--- config.mk ---
export PLATFORM = sky130hd
export DESIGN_NAME = vga_timing_gen
export DESIGN_NICKNAME = d
export VERILOG_FILES = /design/src/rtl/vga_timing_gen.sv
export SDC_FILE = /design/constraint.sdc
export NUM_CORES = 1
export LEC_CHECK = 0
export BUFFER_PORTS_ARGS = -buffer_cell sky130_fd_sc_hd__buf_2
export CAP_MARGIN = 30
export CORE_MARGIN = 2
export CORE_UTILIZATION = 35
export DETAILED_ROUTE_END_ITERATION = 7
export PLACE_DENSITY = 0.65
export SYNTH_ARGS = -nofsm -noshare
export SYNTH_HDL_FRONTEND = slang
export SYNTH_SLANG_ARGS = --single-unit
--- constraint.sdc ---
create_clock -name vga_clk -period 3 [get_ports vga_clk]
set_clock_uncertainty 0.05 [all_clocks]
set_input_delay 0.15 -clock vga_clk [delete_from_list [all_inputs] [get_ports vga_clk]]
set_output_delay 0.15 -clock vga_clk [all_outputs]
set_load 0.02 [all_outputs]
--- src/rtl/vga_timing_gen.sv ---
// Raster timing for 640x480@60: pixel/line counters, display-enable decode,
// frame strobes, and hs/vs delayed to line up with the registered colour path.
module vga_timing_gen #(
    parameter int H_VISIBLE  = 640,
    parameter int H_FP       = 16,
    parameter int H_SYNC     = 96,
    parameter int H_BP       = 48,
    parameter int V_VISIBLE  = 480,
    parameter int V_FP       = 10,
    parameter int V_SYNC     = 2,
    parameter int V_BP       = 33,
    parameter int SYNC_DELAY = 2
) (
    input  logic       vga_clk,
    input  logic       reset,
    output logic [9:0] DrawX,
    output logic [9:0] DrawY,
    output logic       blank,
    output logic       hs,
    output logic       vs,
    output logic       frame_start,
    output logic       vblank_start
);
    localparam int H_TOTAL = H_VISIBLE + H_FP + H_SYNC + H_BP;
    localparam int V_TOTAL = V_VISIBLE + V_FP + V_SYNC + V_BP;

    localparam logic [9:0] H_LAST = 10'(H_TOTAL - 1);
    localparam logic [9:0] V_LAST = 10'(V_TOTAL - 1);
    localparam logic [9:0] H_VIS  = 10'(H_VISIBLE);
    localparam logic [9:0] V_VIS  = 10'(V_VISIBLE);
    localparam logic [9:0] HS_BEG = 10'(H_VISIBLE + H_FP);
    localparam logic [9:0] HS_END = 10'(H_VISIBLE + H_FP + H_SYNC);
    localparam logic [9:0] VS_BEG = 10'(V_VISIBLE + V_FP);
    localparam logic [9:0] VS_END = 10'(V_VISIBLE + V_FP + V_SYNC);

    logic [9:0] r_hc;
    logic [9:0] r_vc;
    logic       w_hs_raw;
    logic       w_vs_raw;

    always_ff @(posedge vga_clk) begin
        if (reset) begin
            r_hc <= '0;
            r_vc <= '0;
        end else if (r_hc == H_LAST) begin
            r_hc <= '0;
            r_vc <= (r_vc == V_LAST) ? 10'd0 : r_vc + 10'd1;
        end else begin
            r_hc <= r_hc + 10'd1;
        end
    end

    assign DrawX        = r_hc;
    assign DrawY        = r_vc;
    assign blank        = (r_hc < H_VIS) && (r_vc < V_VIS);
    assign frame_start  = (r_hc == 10'd0) && (r_vc == 10'd0);
    assign vblank_start = (r_hc == 10'd0) && (r_vc == V_VIS);

    // Vertical sync spans whole lines, so it depends only on the line counter.
    assign w_hs_raw = !((r_hc >= HS_BEG) && (r_hc < HS_END));
    assign w_vs_raw = !((r_vc >= VS_BEG) && (r_vc < VS_END));

    generate
        if (SYNC_DELAY == 0) begin : g_no_dly
            assign hs = w_hs_raw;
            assign vs = w_vs_raw;
        end else begin : g_dly
            logic [SYNC_DELAY-1:0] r_hs_p;
            logic [SYNC_DELAY-1:0] r_vs_p;

            // Filling with 1 keeps the connector syncs idle until real data reaches the tap.
            always_ff @(posedge vga_clk) begin
                if (reset) begin
                    r_hs_p <= '1;
                    r_vs_p <= '1;
                end else begin
                    r_hs_p <= (r_hs_p << 1) | SYNC_DELAY'(w_hs_raw);
                    r_vs_p <= (r_vs_p << 1) | SYNC_DELAY'(w_vs_raw);
                end
            end

            assign hs = r_hs_p[SYNC_DELAY-1];
            assign vs = r_vs_p[SYNC_DELAY-1];
        end
    endgenerate
endmodule

Word-level counts from Yosys, hierarchy flattened

Cells that the tools add are included.
Widths: inputs -> output; s select.

Register bits: 24
Input port bits: 2
Output and inout port bits: 25
Logic and storage cells: 28

Add/sub/neg operators: 2
$lt $le $gt $ge: 6
Eq/ne operators: 3
Muxes and demuxes: 1
Bitwise logic cells: 2
Reductions and logical operators: 10

Operator list:

| cell                  | count |
|---|---|
| $add 10x1->10 const B | 2 |
| $eq 10x10->1 const B  | 2 |
| $logic_not 10->1      | 2 |
| $lt 10x10->1 const B  | 2 |
| $lt 10x9->1 const B   | 2 |
| $eq 10x9->1 const B   | 1 |
| $ge 10x10->1 const B  | 1 |
| $ge 10x9->1 const B   | 1 |
| $mux 10               | 1 |
| $logic_and 1x1->1     | 5 |
| $or 2x1->2            | 2 |
| $logic_not 1->1       | 2 |
| $reduce_or 2->1       | 1 |

Depth between registers and ports, before layout

Depth in word-level cells: 4
Gate-level depth with buffers: 7
Depth with buffers taken out: 6

Worst setup path before layout

OpenSTA, ideal clock, no wires.

Path type: flip-flop to flip-flop
Start point: reg r_hc[5] (netlist: DrawX[5])
End point: reg r_vc[6] (netlist: DrawY[6])
Library setup time: 0.067 ns
Arrival: 2.148 ns
Required time: 2.883 ns
Path slack: 0.735 ns
Cell stages (with the launch flop): 8
Path buffers: 3
Clock period less this slack: 2.265 ns
Path through: dfxtp_1 -> buf_6 -> or3_1 -> buf_2 -> or3_4 -> buf_6 -> or4_4 -> a21oi_2

Longest elaborated chain between the ends: 1

RTL lines:

| what                   | RTL line | RTL |
|---|---|---|
| from (decl)            | 36       | `logic [9:0] r_hc;` |
| from (signal assigned) | 49       | `r_hc <= r_hc + 10'd1;` |
| $eq 10x10->1           | 45       | `end else if (r_hc == H_LAST) begin` |
| to (signal assigned)   | 47       | `r_vc <= (r_vc == V_LAST) ? 10'd0 : r_vc + 10'd1;` |
| to (decl)              | 37       | `logic [9:0] r_vc;` |

No other way between the ends.
A chain may end at the register's enable or synchronous reset.

Worst setup path after layout

Start point: reg r_hc[0] (netlist: DrawX[0])
End point: reg r_vc[6] (netlist: DrawY[6])

Same word-level chain as after synthesis.

==> run_results.csv <==
group,metric,value,unit
place,port_buffers,26,
clocking,cts_buffer_depth,2,
global_route,grt_antenna_before_repair,0,
logic_synthesis,yosys.cell_types.count,31,
floorplanning,std_cell_rows,21,
logic_synthesis,synth_adder_area_share,4.23,%
logic_synthesis,synth_mux_area_share,0,%
logic_synthesis,async_flop_share,0,%
clocking,cts.htree.levels,1,
logic_synthesis,synth_top_family_by_area,"simple AND/OR/NAND/NOR gates",
drt,drt_first_pass_iters,4,
finish,fillers,341,
floorplanning,dieArea,3860,um^2
critical_path,required,3.22,ns
drt,routedWlPerCell,12.9,um
drt,viasPerCell,5.18,
power,peakVddDrop,162,uV
timing,worst_pin_slew,0.433,ns
finish,finalCoreUtilization,41.9,%
clocking,cts_resized,0,
finish,synthToLayoutAreaGrowth,16.4,%
global_route,grt_first_pass_wirelength,4.55,mm
power,p_per_area,435,nW/um^2
global_route,grt-ovfl-total,0,
logic_synthesis,synthXorXnorAreaFrac,9.63,%
logic_synthesis,ys.flop_type,"dfxtp_1",
logic_synthesis,yosysTopAreaCellShare,40.6,%
floorplanning,die_w,62.1,um
clocking,tritoncts,"yes",
timing,post-route-period-util,73.6,%
floorplanning,fp.dieH,62.1,um
finish,multi_input_comb_area,629,um^2
floorplanning,io_pins,27,
drt,wirelength,2.65,mm
clocking,holdBufCountCts,0,
drt,final_antenna_net_count,0,
min_path,hold_path.class,"input port to flip-flop",
logic_synthesis,synth_area_per_cell,8.57,um^2
logic_synthesis,synth_commonest_cells,"dfxtp_1, nor2_1, nand3_1, xnor2_1, nand2_1",
timing,max_freq,0.453,GHz
place,dp.final_hpwl,1.90,mm
critical_path,crit_slowest_cell,"or4_4",
clocking,cts_setup_buffers,0,
timing,max-slew-margin-rel,70.9,%
global_route,grt_pass1_vias,965,
logic_synthesis,synth-simple-area-share,33.3,%
clocking,clkTransAtPathRegs,0.14,ns
timing,hold_viol_final,0,
power,leakagePower,0.000520,uW
logic_synthesis,syn_nets,144,
drt,drc,0,
finish,final_cells,206,
global_route,grt_max_degree,15,
logic_synthesis,synth_cells,138,
logic_synthesis,yosys.area.top_type,"dfxtp_1",
logic_synthesis,yosysSeqAreaShare,40.6,%
place,dp.cells,202,
critical_path,cpPeakStageDelay,0.52,ns
floorplanning,initial_core_util,36.0,%
global_route,grtUsageTotal,14.6,%
critical_path,critPathTopFamily,"simple AND/OR/NAND/NOR gates",
finish,fin_nets,167,
power,p_seq_share,54.7,%
drt,vias,1068,
finish,diodes,0,
critical_path,crit_type,"flip-flop to flip-flop",
critical_path,path_cells,"ha_1 > nand4_1 > or3_4 > or4_4 > a21oi_2",
critical_path,crit_arrival,2.43,ns
place,gp_congestion,0.927,
finish,regArea,480,um^2
power,power.share.clock,39.7,%
clocking,clkSinkCount,24,
logic_synthesis,synth_area_leaders,"dfxtp_1, xnor2_1, nor2_1",
critical_path,critPathCaptureType,"flip-flop",
power,swShare,21.6,%
critical_path,crit_buf_inv,0,
timing,tns,0,ns
clocking,cts_made_buffers,3,
logic_synthesis,synth_edf_count,0,
power,combPwrFrac,5.6,%
drt,drt-initial-drc-count,53,
flow_run,cap_violations,0,
logic_synthesis,yosysWarnings,0,
finish,drive_gt1_share,22.5,%
power,intPower,469,uW
logic_synthesis,synth-seq-cells,24,
status,outcome,"complete, no violations",
clocking,root_buffer,"clkbuf_4",
timing,period_minus_slack,2.21,ns
critical_path,worst_setup_path_start_kind,"flip-flop",
logic_synthesis,synth_most_common_cell,"dfxtp_1",
timing,slew_viol_final,0,
logic_synthesis,synth_compound_area_share,6.03,%
logic_synthesis,syn-cell-area,1180,um^2
timing,rsz0062_at_grt,"false",
floorplanning,core_area,3280,um^2
clocking,clk_latency,0.32,ns
critical_path,cp_max_fo,7,
power,p_sw,129,uW
timing,setup_viol,0,
## power by group through the flow
stage	Sequential (uW)	Clock [uW]	Combinational, uW
6_report	328	237	33.4
5_1_grt	329	258	36.5
4_1_cts	328	241	33.6
3_5_place_dp	334	0	33.3
3_3_place_gp	334	0	32.8
2_1_floorplan	337	0	19.9
## final timing paths
kind	from	end	slack [ns]	depth (start not counted)
worst min register to register	g_dly.r_vs_p[0]$_SDFF_PP1_	g_dly.r_vs_p[1]$_SDFF_PP1_	0.38	1
worst max register to register	DrawX[0]$_SDFF_PP0_	DrawY[6]$_SDFFE_PP0N_	0.79	5
worst min-delay path	reset	DrawX[4]$_SDFF_PP0_	0.07	2
worst max-delay path	DrawX[0]$_SDFF_PP0_	DrawY[6]$_SDFFE_PP0N_	0.79	5
## placed cells by master (no fill, tap or decap), types with 4 or more instances in the layout
| cell type | netlist | routed |
|---|---|---|
| ha_1 | 4 | 4 |
| nand4_1 | 7 | 7 |
| nor4_1 | 6 | 6 |
| a21oi_1 | 4 | 4 |
| nor2_1 | 16 | 16 |
| dfxtp_1 | 24 | 24 |
| xnor2_1 | 10 | 10 |
| nor3_1 | 5 | 5 |
| or3_1 | 5 | 5 |
| inv_1 | 7 | 7 |
| nand3_1 | 10 | 10 |
| nand2_1 | 8 | 8 |
| buf_2 | 1 | 26 |
## flip-flops by register name, summed over array words and instances (netlist names)
signal,flops
g_dly.r_vs_p,2
DrawX,10
DrawY,10
g_dly.r_hs_p,2
## metrics by stage
step	total power (uW)	hold WS, ns	setup slack [ns]	instance area [um^2]
after global routing	623	0.0814	0.645	1380
after CTS	602	0.0755	0.794	1380
final	598	0.0688	0.793	1380
after detailed placement	368	0.352	0.851	1320
after global placement	367	0.342	0.922	1320
after floorplan	357	0.339	0.735	1180
## area by class of cell
type,count,area share [%]
multi-input cells,99,45.7
flip-flops and latches,24,34.9
repair buffers,26,9.45
well taps,46,4.18
clock inverters,1,2.18
inverters,7,1.91
clock buffers,3,1.64
## layer usage
layer	part of all wire (%)	routed length, um	track usage (%)	vias up
li1	-	-	-	531
met1	47	1250	19.4	503
met2	46	1230	23.1	27
met3	4.1	109	2.54	7
met4	2.3	62	6.67	0
met5	0	0	0	-
## worst reg2reg max path: stages (launching register included)
cell and delay [ns]:
dfxtp_1 0.44, ha_1 0.25, nand4_1 0.27, or3_4 0.49, or4_4 0.53, a21oi_2 0.13
## cell families after synthesis
logic type	Yosys count
flip-flops	24
AND/OR/NAND/NOR	71
adder cells (fa/ha/maj)	4
XOR/XNOR	13
AO/OA/AOI/OAI	11
buffers and inverters	15
Note: power is estimated with default switching activity, not from simulation.
